[config.mk]
export PLATFORM = sky130hd
export DESIGN_NAME = fetch_unit_flat
export DESIGN_NICKNAME = d
export VERILOG_FILES = /design/src/rtl/fetch_unit_if.sv /design/src/rtl/fetch_unit.sv /design/src/flat_wrapper.sv
export SDC_FILE = /design/constraint.sdc
export NUM_CORES = 1
export LEC_CHECK = 0
export CORE_ASPECT_RATIO = 2
export CORE_MARGIN = 3
export CORE_UTILIZATION = 60
export DETAILED_ROUTE_END_ITERATION = 12
export PLACE_DENSITY = 0.85
export SLEW_MARGIN = 20
export SYNTH_ARGS = -nofsm -noshare
export SYNTH_HDL_FRONTEND = slang
export SYNTH_SLANG_ARGS = --single-unit
[constraint.sdc]
create_clock -name clk -period 6.5 [get_ports clk]
set_clock_uncertainty 0.15 [all_clocks]
set_input_delay 0.975 -clock clk [delete_from_list [all_inputs] [get_ports clk]]
set_output_delay 0.975 -clock clk [all_outputs]
set_load 0.005 [all_outputs]
[src/rtl/fetch_unit_if.sv]
// ---------------------------------------------------------------------------
// fetch_unit_if
// Bundles the instruction-memory port, the redirect port and the decode
// valid/ready handshake of the fetch stage.
//   master : the fetch stage (drives request, address, valid, instr, pc)
//   slave  : its environment (instruction memory, branch unit, decode)
// Signals:
//   o_imem_req / o_imem_addr : read request and word address
//   i_imem_data              : read data, valid one cycle after the request
//   i_redirect / i_redirect_pc : PC redirect and its target
//   o_valid / i_ready        : head-of-FIFO handshake toward decode
//   o_instr / o_pc           : head instruction and its address
// ---------------------------------------------------------------------------
interface fetch_unit_if #(
  parameter int REG_WIDTH = 32,
  parameter int NUM_INSTR = 256
);
  localparam int INSTR_SELECT = $clog2(NUM_INSTR);

  logic                    o_imem_req;
  logic [INSTR_SELECT-1:0] o_imem_addr;
  logic [REG_WIDTH-1:0]    i_imem_data;
  logic                    i_redirect;
  logic [INSTR_SELECT-1:0] i_redirect_pc;
  logic                    o_valid;
  logic                    i_ready;
  logic [REG_WIDTH-1:0]    o_instr;
  logic [INSTR_SELECT-1:0] o_pc;

  modport master (
    output o_imem_req, o_imem_addr, o_valid, o_instr, o_pc,
    input  i_imem_data, i_redirect, i_redirect_pc, i_ready
  );

  modport slave (
    input  o_imem_req, o_imem_addr, o_valid, o_instr, o_pc,
    output i_imem_data, i_redirect, i_redirect_pc, i_ready
  );
endinterface

[src/rtl/fetch_unit.sv]
// ---------------------------------------------------------------------------
// fetch_unit
// Instruction fetch stage. Owns the program counter, issues one-cycle-latency
// reads to instruction memory, buffers returned {instr, pc} pairs in a small
// prefetch FIFO and presents the head to decode over valid/ready. A redirect
// flushes the FIFO, drops any response in flight and restarts fetch at the
// target address.
// Ports:
//   clk : clock, all state updates on the rising edge
//   rst : synchronous active-high reset
//   bus : fetch_unit_if.master (memory, redirect and decode handshake)
// ---------------------------------------------------------------------------
module fetch_unit #(
  parameter int REG_WIDTH  = 32,
  parameter int NUM_INSTR  = 256,
  parameter int FIFO_DEPTH = 4
) (
  input  logic         clk,
  input  logic         rst,
  fetch_unit_if.master bus
);
  localparam int AW = $clog2(NUM_INSTR);
  localparam int PW = $clog2(FIFO_DEPTH);
  localparam int CW = PW + 1;
  localparam logic [CW:0] DEPTH_C = (CW + 1)'(FIFO_DEPTH);

  typedef struct packed {
    logic [REG_WIDTH-1:0] instr;
    logic [AW-1:0]        pc;
  } entry_t;

  entry_t          fifo_q [FIFO_DEPTH];
  entry_t          head;

  logic [AW-1:0]   fetch_pc_q, fetch_pc_d;
  logic [AW-1:0]   req_pc_q,   req_pc_d;
  logic [PW-1:0]   rd_ptr_q,   rd_ptr_d;
  logic [PW-1:0]   wr_ptr_q,   wr_ptr_d;
  logic [CW-1:0]   count_q,    count_d;
  logic            inflight_q, inflight_d;
  logic            kill_q,     kill_d;

  logic            req;
  logic            push;
  logic            pop;
  logic            valid;
  logic [CW:0]     occupancy;

  // NOTE: every signal assigned in this block gets a default first, so no
  // path can leave it unassigned and infer a latch.
  always_comb begin
    // Credits use the registered count only: a pop this cycle frees a slot
    // for the next cycle, which keeps a push from ever meeting a full FIFO.
    occupancy  = {1'b0, count_q} + {{CW{1'b0}}, inflight_q};
    req        = !rst && !bus.i_redirect && (occupancy < DEPTH_C);
    push       = inflight_q && !kill_q && !bus.i_redirect;
    valid      = !rst && (count_q != '0);
    pop        = valid && bus.i_ready;

    fetch_pc_d = fetch_pc_q;
    req_pc_d   = req_pc_q;
    rd_ptr_d   = rd_ptr_q;
    wr_ptr_d   = wr_ptr_q;
    count_d    = count_q;
    inflight_d = req;
    kill_d     = 1'b0;

    if (req) begin
      fetch_pc_d = fetch_pc_q + AW'(1);  // wraps mod NUM_INSTR (power of two)
      req_pc_d   = fetch_pc_q;
    end
    if (push) wr_ptr_d = wr_ptr_q + PW'(1);
    if (pop)  rd_ptr_d = rd_ptr_q + PW'(1);

    case ({push, pop})
      2'b10:   count_d = count_q + CW'(1);
      2'b01:   count_d = count_q - CW'(1);
      default: count_d = count_q;
    endcase

    // Redirect overrides everything: flush, retarget, and mark any response
    // still in flight as dead.
    if (bus.i_redirect) begin
      fetch_pc_d = bus.i_redirect_pc;
      rd_ptr_d   = '0;
      wr_ptr_d   = '0;
      count_d    = '0;
      kill_d     = inflight_q;
    end
  end

  // NOTE: sequential state uses non-blocking assignments only, so every
  // register samples the pre-edge value of every other register.
  always_ff @(posedge clk) begin
    if (rst) begin
      fetch_pc_q <= '0;
      req_pc_q   <= '0;
      rd_ptr_q   <= '0;
      wr_ptr_q   <= '0;
      count_q    <= '0;
      inflight_q <= 1'b0;
      kill_q     <= 1'b0;
      // NOTE: the buffer storage is cleared as well, so nothing fetched
      // before reset can ever be observed afterwards; this keeps it in flops.
      for (int i = 0; i < FIFO_DEPTH; i++) fifo_q[i] <= '0;
    end else begin
      fetch_pc_q <= fetch_pc_d;
      req_pc_q   <= req_pc_d;
      rd_ptr_q   <= rd_ptr_d;
      wr_ptr_q   <= wr_ptr_d;
      count_q    <= count_d;
      inflight_q <= inflight_d;
      kill_q     <= kill_d;
      if (push) fifo_q[wr_ptr_q] <= '{instr: bus.i_imem_data, pc: req_pc_q};
    end
  end

  // Outputs come only from the FIFO head; there is no bypass from memory.
  always_comb begin
    head = fifo_q[rd_ptr_q];
    if (rst) head = '0;
  end

  assign bus.o_imem_req  = req;
  assign bus.o_imem_addr = fetch_pc_q;
  assign bus.o_valid     = valid;
  assign bus.o_instr     = head.instr;
  assign bus.o_pc        = head.pc;
endmodule

[src/flat_wrapper.sv]
// flat-port wrapper written by rule: the top's interface ports become plain ports
module fetch_unit_flat 
#(
  parameter int REG_WIDTH  = 32,
  parameter int NUM_INSTR  = 256,
  parameter int FIFO_DEPTH = 4
)
  (clk, rst, bus_o_imem_req, bus_o_imem_addr, bus_o_valid, bus_o_instr, bus_o_pc, bus_i_imem_data, bus_i_redirect, bus_i_redirect_pc, bus_i_ready);
  fetch_unit_if #(.REG_WIDTH(REG_WIDTH), .NUM_INSTR(NUM_INSTR)) bus_i ();
  input  logic clk;
  input  logic rst;
  output wire logic [$bits(bus_i.o_imem_req)-1:0] bus_o_imem_req;
  output wire logic [$bits(bus_i.o_imem_addr)-1:0] bus_o_imem_addr;
  output wire logic [$bits(bus_i.o_valid)-1:0] bus_o_valid;
  output wire logic [$bits(bus_i.o_instr)-1:0] bus_o_instr;
  output wire logic [$bits(bus_i.o_pc)-1:0] bus_o_pc;
  input wire logic [$bits(bus_i.i_imem_data)-1:0] bus_i_imem_data;
  input wire logic [$bits(bus_i.i_redirect)-1:0] bus_i_redirect;
  input wire logic [$bits(bus_i.i_redirect_pc)-1:0] bus_i_redirect_pc;
  input wire logic [$bits(bus_i.i_ready)-1:0] bus_i_ready;
  assign bus_o_imem_req = bus_i.o_imem_req;
  assign bus_o_imem_addr = bus_i.o_imem_addr;
  assign bus_o_valid = bus_i.o_valid;
  assign bus_o_instr = bus_i.o_instr;
  assign bus_o_pc = bus_i.o_pc;
  assign bus_i.i_imem_data = bus_i_imem_data;
  assign bus_i.i_redirect = bus_i_redirect;
  assign bus_i.i_redirect_pc = bus_i_redirect_pc;
  assign bus_i.i_ready = bus_i_ready;
  fetch_unit #(.REG_WIDTH(REG_WIDTH), .NUM_INSTR(NUM_INSTR), .FIFO_DEPTH(FIFO_DEPTH)) u_core (.clk(clk), .rst(rst), .bus(bus_i));
endmodule
Yosys cells after proc, flatten, opt, wreduce, memory -nomap -nowiden
Memory sizes are Yosys's and may differ from the RTL's. A register that Yosys moved wholly into a read port is not among the register bits.
Index checks and enable logic that the tools add are counted.

operators by class
  bitwise logic cells = 1
  add/sub/neg operators = 6
  reduce and logical (&&, ||, !) cells = 15
  equal/unequal tests = 2
  mux-type cells = 14
  magnitude comparators = 1

operator list
  kind                                                                  count
  40-bit two-way mux                                                    2
  40-bit OR reduction                                                   1
  8-bit two-way mux                                                     2
  8-bit by 1-bit adder with 8-bit output, second input constant         1
  1-bit logical AND                                                     6
  1-bit two-way mux                                                     6
  2-bit two-way mux                                                     3
  3-bit case mux with 2 select lines                                    1
  2-bit by 1-bit adder with 2-bit output, second input constant         2
  3-bit by 1-bit adder with 4-bit output                                1
  4-bit by 3-bit < comparator with 1-bit output, second input constant  1
  2-bit nonzero test                                                    2
  2-bit OR reduction                                                    2
  3-bit by 1-bit adder with 3-bit output, second input constant         1
  1-bit zero test                                                       3
  3-bit nonzero test                                                    1
  3-bit by 1-bit subtractor with 3-bit output, second input constant    1
  2-bit by 1-bit == test with 1-bit output, second input constant       1
  2-bit == test, second input constant                                  1
  1-bit NOT                                                             1

word-level totals
  memories kept = 1
  output and inout bits = 50
  bits in registers = 25
  memory bits (writable) = 160
  input port bits = 44
  word-level logic and storage cells = 47

memory list
  memory         words  bits a word  rd ports  clocked after memory_dff  wr ports  line              RTL
  u_core.fifo_q  4      40           1         1                         4         fetch_unit.sv:32  entry_t fifo_q [FIFO_DEPTH];

Logic depth before layout (Yosys ltp)
Gate-level depths: netlist of the first run.

  word-level depth = 8
  mapped depth = 8
  mapped depth without buffers = 8

Worst setup path after synthesis of the first run
Ideal clock, no wire load.

  kind = input port to flip-flop
  start point = input port rst
  end point = memory u_core.fifo_q[0][0] (netlist bit), enable pin
  stages on the path = 5
  slack = 3.241 ns
  data arrival time = 2.713 ns
  data required time = 5.954 ns
  buffers on the path = 2
  cells stage by stage = or2_1 -> buf_2 -> nor3b_2 -> buf_2 -> a21o_1

RTL lines
  item         line                RTL
  from (decl)  flat_wrapper.sv:11  input logic rst;
  to (decl)    fetch_unit.sv:32

Worst setup path after layout of the first run
  start point = input port bus_i_redirect
  end point = output port bus_o_imem_req

on the way
  word-level cells in the longest chain between the ends = 3

RTL lines
  item                             line                RTL
  from (decl)                      flat_wrapper.sv:18  input wire logic [$bits(bus_i.i_redirect)-1:0] bus_i_redirect;
  1-bit zero test                  fetch_unit.sv:55    req = !rst && !bus.i_redirect && (occupancy < DEPTH_C);
  1-bit logical AND (2 in series)  fetch_unit.sv:55
  to (decl)                        flat_wrapper.sv:12  output wire logic [$bits(bus_i.o_imem_req)-1:0] bus_o_imem_req;

Every way passes these cells.

==> results of run 1 <==
==> final cells by class <==
| cell class | instances | share of cell area, % |
|---|---|---|
| Sequential cell | 187 | 54.8 |
| Multi-Input combinational cell | 345 | 25.8 |
| Timing Repair Buffer | 96 | 9.72 |
| Clock buffer | 18 | 4.61 |
| Tap cell | 152 | 1.95 |
| Inverter | 49 | 1.90 |
| Clock inverter | 14 | 1.23 |
==> cells in the final DEF, fill, tap and decap left out, drive strengths merged, types with 3 or more instances in the layout <==
| cell | synthesis | routed |
|---|---|---|
| a21oi | 16 | 16 |
| and2 | 30 | 30 |
| buf | 16 | 4 |
| clkbuf | 24 | 18 |
| clkdlybuf4s50 | 0 | 92 |
| clkinv | 1 | 4 |
| dfxtp | 27 | 27 |
| edfxtp | 160 | 160 |
| inv | 48 | 59 |
| mux4 | 40 | 40 |
| nand2 | 63 | 63 |
| nand2b | 5 | 5 |
| nor2 | 101 | 101 |
| nor2b | 40 | 40 |
| nor3b | 3 | 3 |
| or2 | 4 | 4 |
| xnor2 | 4 | 4 |
==> routing by layer <==
metal | vias up | track usage, %
met2 | 201 | 44.0
met5 | - | 0
met3 | 33 | 3.33
met4 | 0 | 9.61
met1 | 2512 | 28.6
li1 | 2321 | -
==> logic make-up (layout without fill, tap and decap cells) <==
kind of cell    Yosys count  after routing  share of synthesized area, %
simple gates            259            259                          15.1
mux                      41             41                          11.2
xor+xnor                  6              6                         0.643
fa+ha+maj                 3              3                         0.551
buf+inv                  89            177                          4.30
flops                   187            187                          65.4
compound gates           36             36                          2.91
==> registers in the layout, indices dropped and copies added, names as in the netlist, named ones only <==
name                    count
u_core.count_q              3
u_core.wr_ptr_q             2
u_core.bus.o_imem_addr      8
u_core.fifo_q             160
u_core.kill_q               1
u_core.rd_ptr_q             2
u_core.req_pc_q             8
u_core.inflight_q           1
==> power groups by stage <==
stage | clock, mW | sequential (mW) | combinational [mW]
after detailed placement | 0 | 1.39 | 0.156
after CTS | 1.00 | 1.36 | 0.157
after global placement | 0 | 1.39 | 0.153
final | 0.996 | 1.36 | 0.156
after global routing | 1.04 | 1.37 | 0.168
after floorplan | 0 | 1.38 | 0.0777
==> worst max-delay path: stages <==
cell and delay (ns):
clkdlybuf4s50_1 0.89, or2_1 0.50, a311o_1 0.62, clkinv_2 0.41, clkdlybuf4s50_1 0.55
==> final timing paths <==
path                      start                  end  slack [ns]
min          u_core.req_pc_q[4]   u_core.req_pc_q[4]        0.32
max reg2reg  u_core.wr_ptr_q[0]  u_core.fifo_q[1][4]        3.80
min reg2reg  u_core.req_pc_q[4]   u_core.req_pc_q[4]        0.32
max              bus_i_redirect       bus_o_imem_req        1.44
==> through the flow <==
step | setup WS [ns] | util [%] | total power [mW] | instances
finish | 1.44 | 74.3 | 2.52 | 861
floorplan | 3.24 | - | 1.46 | 621
detailed placement | 1.47 | 69.9 | 1.55 | 829
global route | 1.23 | 74.3 | 2.58 | 861
global placement | 1.53 | 69.8 | 1.54 | 829
CTS | 1.46 | 74.2 | 2.53 | 861
==> reports/results.txt, run 1 <==
Synth async-reset ratio = 0%
Hold Path Stages = 2
CTS Buffer Depth = 2
Psw = 564 uW
Clock power frac = 39.6%
combinational power share = 6.2%
P&R area growth vs syn = 19.4%
Power Density = 258 nW/um^2
gpl congestion = 0.787
initial drt markers = 435
number of port buffers = 93
Mapped Nets = 668
Crit Path Class = in -> out
DRC errors left = 0
die area = 15100 sq um
R2R cell count = 3
Vias = 5067
die height = 171 um
Post-synth top flop = edfxtp_1
Pins Over Slew Limit = 0
setup TNS = 0 ns
Nets = 743
GRT Total Usage = 24.3%
Req. time, crit path = 5.37 ns
Clock Tree Root = clkbuf_16
DP HPWL = 10200 um
post-placement cell area = 9180 sq um
WL met3 = 883 um
Antenna Cells = 0
Setup Fix Bufs, Post-CTS = 0
DRT Pass-1 Iters = 5
CTS tree = done
cts repair resizes = 0
wire length per cell = 19.8 um
commonest cells in the synthesized netlist = 160 x edfxtp_1, 101 x nor2_1, 63 x nand2_1
largest net degree at the start of global routing = 66
Avg Cell Area, Syn = 13.2 sq um
vias in the first global route = 5445
hold_ws = 0.323 ns
top layer in use = met4
global-route wire length before repair = 27200 um
fin crit share = 77.9%
Core Area = 13100 sq um
Starting Density = 62.2%
metal1 wirelength = 6060 um
GRT overflow = 0
VDD IR-drop max = 257 uV
Routed WL = 17100 um
WP data arrival = 3.94 ns
Synth Warn # = 0
Min-Delay Path Class = reg -> reg
final hold vios = 0
layout cells sized above 1 = 12.7%
maxcap violations = 0
dominant cells by area after synthesis = edfxtp_1 59%, mux4_2 11%, dfxtp_1 6.6%
Int Pwr = 1.95 mW
# H-tree levels = 4
area of the multi-input gates = 2520 sq um
Post-synth EDFFs = 160
WL met2 = 9690 um
synth unique cells = 46
synthesized instance count = 621
top-area cell type share of the netlist area = 58.8%
RSZ-0062 raised after global routing = no
post-route ant nets = 0
outcome = complete, no violations
most common cell in the netlist = edfxtp_1
clk sink count = 187
sequential fraction of design power = 54.2%
Reg area = 5350 sq um
Net Sw Frac = 22.4%
relative slew slack = 27.3%
Via density = 5.89
Syn Std Cell Area = 8180 sq um
FILL cells = 790
CTS buffer count = 17
fmax = 198 MHz
Die W = 88.5 um
CP max FO = 22
Final Instance Area = 9760 sq um
crit path launch type = primary input
hold_buf cts = 0
sequential-to-total area share from yosys stat = 65.4%
Final setup viols = 0
Yosys top cell by area = edfxtp_1
Slew @ Worst Pin = 1.09 ns
clock transition at the registers of the reported paths = 0.07 ns
critical path endpoint category = output pin
worst-skew pair later-pin latency = 0.43 ns
post-layout minimum cycle time = 5.06 ns
Rows = 59
leakage = 3.68 nW
#FFs+latches synth = 187
# IOs = 94
antenna violations before repair = 0
Power figures use the tool's default switching activity.
==> run 2: changes to the inputs <==
--- a/config.mk
+++ b/config.mk
@@ -7,9 +7,9 @@
 export LEC_CHECK = 0
 export CORE_ASPECT_RATIO = 2
 export CORE_MARGIN = 3
-export CORE_UTILIZATION = 60
+export CORE_UTILIZATION = 51
 export DETAILED_ROUTE_END_ITERATION = 12
-export PLACE_DENSITY = 0.85
+export PLACE_DENSITY = 0.76
 export SLEW_MARGIN = 20
 export SYNTH_ARGS = -nofsm -noshare
 export SYNTH_HDL_FRONTEND = slang
==> constraint.sdc (replaced) <==
create_clock -name clk -period 4.59 [get_ports clk]
set_clock_uncertainty 0.15 [all_clocks]
set_input_delay 0.6885 -clock clk [delete_from_list [all_inputs] [get_ports clk]]
set_output_delay 0.6885 -clock clk [all_outputs]
set_load 0.005 [all_outputs]
==> run 2 against run 1 <==
Via count down 1.2%. Sequential share of layout area down 0.74 points. Register-to-register slack worse by 2.2 ns. Critical path type unchanged. Largest cell class unchanged. Largest power group unchanged. Highest routed layer unchanged.
==> reports/results.txt, run 2 (same netlist as run 1, synthesis figures left out) <==
Core Area = 15500 sq um (was 13100 sq um)
Slew @ Worst Pin = 1.04 ns (was 1.09 ns)
vias in the first global route = 5200 (was 5445)
sequential fraction of design power = 53.3% (was 54.2%)
worst-skew pair later-pin latency = 0.42 ns (was 0.43 ns)
cts repair resizes = 0 (unchanged)
WP data arrival = 2.86 ns (was 3.94 ns)
Critical Path End = bus_o_imem_req (unchanged)
CTS tree = done (unchanged)
Int Pwr = 2.86 mW (was 1.95 mW)
post-route setup slack = 0.892 ns (was 1.44 ns)
most frequent CP cell = clkdlybuf4s50_1 (unchanged)
number of port buffers = 93 (unchanged)
Clock Tree Root = clkbuf_16 (unchanged)
Req. time, crit path = 3.75 ns (was 5.37 ns)
Die W = 95.5 um (was 88.5 um)
antenna violations before repair = 0 (unchanged)
P&R area growth vs syn = 21.1% (was 19.4%)
Rows = 64 (was 59)
GRT Total Usage = 20.0% (was 24.3%)
Via density = 5.48 (was 5.89)
RR Endpoint = u_core.fifo_q[1][10] (was u_core.fifo_q[1][4])
Post-Route Utilization = 63.7% (was 74.3%)
die height = 185 um (was 171 um)
most common cell after layout, fill and taps aside = edfxtp_1 (unchanged)
Min-Delay Path Class = reg -> reg (unchanged)
R2R cell count = 4 (was 3)
critical path endpoint category = output pin (unchanged)
DRT Pass-1 Iters = 5 (unchanged)
post-layout minimum cycle time = 3.70 ns
post-placement cell area = 9290 sq um (was 9180 sq um)
Most flops, register = u_core.fifo_q (unchanged)
fin crit share = 80.6%
Starting Density = 52.6% (was 62.2%)
CP max FO = 22 (unchanged)
leakage = 3.72 nW (was 3.68 nW)
Crit-path slowest cell = clkdlybuf4s50_1 (unchanged)
max reg flops = 160 (unchanged)
initial drt markers = 326 (was 435)
Pins Over Slew Limit = 0 (unchanged)
DP HPWL = 10300 um (was 10200 um)
Nets = 750 (was 743)
Setup Fix Bufs, Post-CTS = 0 (unchanged)
relative slew slack = 30.8% (was 27.3%)
clk sink count = 187 (unchanged)
Antenna Cells = 0 (unchanged)
CTS buffer count = 17 (unchanged)
outcome = complete, no violations (unchanged)
VDD IR-drop max = 241 uV (was 257 uV)
clock transition at the registers of the reported paths = 0.06 ns (was 0.07 ns)
largest net degree at the start of global routing = 66 (unchanged)
Tot Pwr = 3.62 mW (was 2.52 mW)
Cell Chain, Critical Path = clkdlybuf4s50_1 > buf_4 > or2_1 > a311o_1 > clkinv_2 > clkdlybuf4s50_1 (was clkdlybuf4s50_1 > or2_1 > a311o_1 > clkinv_2 > clkdlybuf4s50_1)
commonest cells after routing, fill and taps aside = 160 x edfxtp_1, 101 x nor2_1, 92 x clkdlybuf4s50_1 (unchanged)
CTS Buffer Depth = 2 (unchanged)
worst r2r src = u_core.wr_ptr_q[0] (unchanged)
crit path launch type = primary input (unchanged)
layout cells sized above 1 = 13.4% (was 12.7%)
post-route ant nets = 0 (unchanged)
setup TNS = 0 ns (unchanged)
Vias = 5007 (was 5067)
fmax = 270 MHz
# H-tree levels = 4 (unchanged)
GRT overflow = 0 (unchanged)
die area = 17700 sq um (was 15100 sq um)
wire length per cell = 18.7 um (was 19.8 um)
Net Sw Frac = 20.8% (was 22.4%)
Worst path depth = 6 (was 5)
Clock power frac = 40.4% (was 39.6%)
hold_buf cts = 0 (unchanged)
Routed WL = 17100 um (about the same)
Place WS = 0.877 ns (was 1.47 ns)
gpl congestion = 0.783 (was 0.787)
# IOs = 94 (unchanged)
DRC errors left = 0 (unchanged)
Psw = 753 uW (was 564 uW)
Power Density = 365 nW/um^2 (was 258 nW/um^2)
FILL cells = 1153 (was 790)
worst setup path startpoint = bus_i_redirect (unchanged)
global-route wire length before repair = 26100 um (was 27200 um)
Crit Path Class = in -> out (unchanged)
crit-path leading delay family = buffers and inverters (unchanged)
maxcap violations = 0 (unchanged)
Final setup viols = 0 (unchanged)
combinational power share = 6.2% (about the same)
r2r setup slk = 1.64 ns (was 3.80 ns)
largest stage delay on the critical path = 0.55 ns (was 0.89 ns)
RSZ-0062 raised after global routing = no (unchanged)
CP Buf/Inv Count = 4 (was 3)
final hold vios = 0 (unchanged)
Final Instance Area = 9900 sq um (was 9760 sq um)
## run 2: per-stage QoR
stage	std cells	hold slack [ns]
global route	914	0.328
finish	914	0.314
floorplan	621	0.287
CTS	914	0.314
global placement	882	0.304
detailed placement	882	0.306
## run 2: worst min path at each step
stage | startpoint | end | slack (ns) | depth (start not counted)
finish | u_core.req_pc_q[7] | u_core.req_pc_q[7] | 0.31 | 2
global route | u_core.req_pc_q[2] | u_core.req_pc_q[2] | 0.33 | 2
CTS | u_core.req_pc_q[7] | u_core.req_pc_q[7] | 0.31 | 2
detailed placement | u_core.req_pc_q[7] | u_core.req_pc_q[7] | 0.31 | 2
global placement | u_core.req_pc_q[4] | u_core.req_pc_q[4] | 0.30 | 2
floorplan | u_core.req_pc_q[2] | u_core.req_pc_q[2] | 0.29 | 2
## run 2: tightest hold or removal path, delay by kind of cell (launching register included)
family / cells / cell delay (ns)
flops: 1 / 0.31
simple gates: 1 / 0.05
compound gates: 1 / 0.05
## run 2: area by class of cell
| cell class | instances | area, sq um | area share (%) |
|---|---|---|---|
| inverter | 49 | 185 | 1.87 |
| multi-input combinational | 345 | 2500 | 25.3 |
| timing repair buffer | 103 | 1000 | 10.1 |
| clock inverter | 9 | 68.8 | 0.695 |
| clock buffer | 23 | 543 | 5.49 |
| tap | 198 | 248 | 2.50 |
| sequential | 187 | 5350 | 54.1 |
## run 2: power groups by stage
stage	clock network (mW)	registers [mW]	logic, mW
floorplan	0	1.96	0.110
global placement	0	1.96	0.224
detailed placement	0	1.97	0.227
CTS	1.48	1.93	0.228
global route	1.54	1.94	0.242
finish	1.46	1.93	0.225
## run 2: routing by layer
layer | vias to the layer above | GRT usage, % | wire length (um)
met2 | 156 | 36.8 | 9550
met4 | 0 | 9.81 | 524
met3 | 36 | 3.09 | 755
met1 | 2486 | 21.7 | 6230
li1 | 2329 | - | -
met5 | - | 0 | 0
==> patch: new RTL, config.mk and constraints of run 2 <==
`FIFO_DEPTH` is set to 4 in 2 places; all go to 8.
--- a/src/rtl/fetch_unit.sv
+++ b/src/rtl/fetch_unit.sv
@@ -15,3 +15,3 @@
   parameter int NUM_INSTR  = 256,
-  parameter int FIFO_DEPTH = 4
+  parameter int FIFO_DEPTH = 8
 ) (
--- a/src/flat_wrapper.sv
+++ b/src/flat_wrapper.sv
@@ -5,3 +5,3 @@
   parameter int NUM_INSTR  = 256,
-  parameter int FIFO_DEPTH = 4
+  parameter int FIFO_DEPTH = 8
 )
Check against the original RTL: not equivalent (Yosys sat finds a counterexample within 10 cycles, from zero or initial values and one cycle with rst high).
==> patch against run 2 <==
- critical path depth shrank 1
- wire length rose by 110%
- largest power group unchanged
- cell area is 85% higher
- sequential cell count up 164
- setup slack got worse by 0.23 ns
- area after synthesis is 94% higher
- clock power rose by 87%
- total power up 85%
- global-route usage up 1.6 points
- worst hold slack better by 0.019 ns
==> patch: results (changes against run 2) <==
| Metric | Value |
|---|---|
| Internal power | `0.00531 W (+85%)` |
| Number of I/O port buffers | `93 (unchanged)` |
| PostCTS Resize Cnt | `0 (unchanged)` |
| Vias in the first global route | `9377 (+80%)` |
| Htree depth | `1 (-3)` |
| CP max FO | `30 (+36%)` |
| Post-CTS Setup Inserts | `0 (unchanged)` |
| R2r setup slk | `1.94 ns (+0.30 ns)` |
| HPWL after DPL | `20700 µm (+100%)` |
| Hold path startpoint | `u_core.inflight_q$_SDFF_PP0_` |
| First-pass GRT wire length | `53900 µm (+110%)` |
| Ratio of cells with drive above 1 in the final layout | `16.7% (+3.3 points)` |
| Register area share after synthesis | `64.6% (-0.76 points)` |
| Synth warn | `0 (unchanged)` |
| Largest net degree at the start of global routing | `43 (-35%)` |
| FFs w/ async S/R, synth | `0% (unchanged)` |
| GPL Wtd Cong | `0.765 (-2.3%)` |
| Gr usage total | `21.6% (+1.6 points)` |
| WL/cell | `23.1 µm (+24%)` |
| DRT Pass-1 Iters | `5 (unchanged)` |
| Initial DRC count | `627 (+92%)` |
| Worst R2R End | `u_core.count_q[2]$_SDFFE_PN0P_` |
| Post-synth EDFFs | `320 (+100%)` |
| Vias post-DR | `8735 (+74%)` |
| Worst hold endpoint | `u_core.kill_q$_SDFF_PP0_` |
| Critical path arrival | `3.09 ns (+0.23 ns)` |
| Synth Net Count | `1084 (+62%)` |
| Hold slack | `0.334 ns (+0.0194 ns)` |
| Dominant synthesized flop cell | `edfxtp_1` |
| Status | `completed` |
| Fillers | `2259 (+96%)` |
| CTS clk-pin slew, worst paths | `0.07 ns` |
| Max clock buf depth | `3 (+1)` |
| Top post-synthesis cells by area | `edfxtp_1 61%, and2_1 13%, mux4_2 11%, dfxtp_1 3.9%, mux2i_1 3.5%` |
| Leakage dissipation | `6.47 nW (+74%)` |
| R2R cell count | `9 (+5)` |
| CP Class | `reg2out` |
| Max reg flops | `320 (+100%)` |
| Worst setup path end | `bus_o_instr[4]` |
| RR Startpoint | `u_core.count_q[1]$_SDFFE_PN0P_` |
| Nets@finish | `1173 (+56%)` |
| Worst Hold Class | `reg2reg` |
| Post-synth top cells | `322 x and2_1, 320 x edfxtp_1, 80 x mux4_2, 64 x nor2_1, 55 x mux2i_1` |
| Cts bufs inserted | `30 (+13)` |
| Antenna violations before repair | `2 (+2)` |
| Clk_lat worst skew | `0.56 ns (+0.14 ns)` |
| Max-slew headroom | `41.5% (+11 points)` |
| Netlist cell types | `43 (-6.5%)` |
| CTS root buf | `clkbuf_16` |
| Maximum vdd drop | `0.285 mV (+18%)` |
## patch: critical path: stages (launching register included)
cell	delay (ns)
dfxtp_4	0.76
buf_4	0.41
mux4_2	0.55
mux2i_1	0.25
nor2_1	0.07
clkdlybuf4s50_1	0.48
## patch: area by class of cell
type | instances | share of cell area, %
clock buffers | 32 | 4.25
diodes | 1 | 0.0136
well taps | 368 | 2.51
flip-flops and latches | 351 | 55.8
clock inverters | 24 | 1.57
inverters | 5 | 0.102
multi-input cells | 610 | 28.8
repair buffers | 125 | 6.97
## patch: metrics by stage
step	area (µm²)	setup WS [ns]	total power (W)	cells
after floorplan	15800	1.75	0.00384	1034
after global placement	17300	1.16	0.00402	1459
after detailed placement	17300	1.16	0.00404	1459
after CTS	18300	0.564	0.00672	1515
after global routing	18300	0.470	0.00686	1515
final	18300	0.666	0.00669	1516
## patch: kinds of logic after synthesis
group	share of synthesized area, %
flip-flops	64.6
multiplexers	14.9
AND/OR/NAND/NOR	16.5
adder cells (fa/ha/maj)	0.474
AO/OA/AOI/OAI	0.869
XOR/XNOR	0.553
buffers and inverters	2.05
## patch: power by group through the flow
| stage | clock network, W | registers, W | logic (W) |
|---|---|---|---|
| after detailed placement | 0 | 0.00370 | 0.000335 |
| after global routing | 0.00286 | 0.00364 | 0.000357 |
| after floorplan | 0 | 0.00368 | 0.000154 |
| after global placement | 0 | 0.00369 | 0.000331 |
| after CTS | 0.00275 | 0.00363 | 0.000337 |
| final | 0.00273 | 0.00363 | 0.000330 |
## patch: layer usage
layer | part of all wire (%) | global-route usage (%)
met1 | 36 | 25.7
met2 | 55 | 39.5
met3 | 4.9 | 2.36
met4 | 4.0 | 8.56
met5 | 0.034 | 0
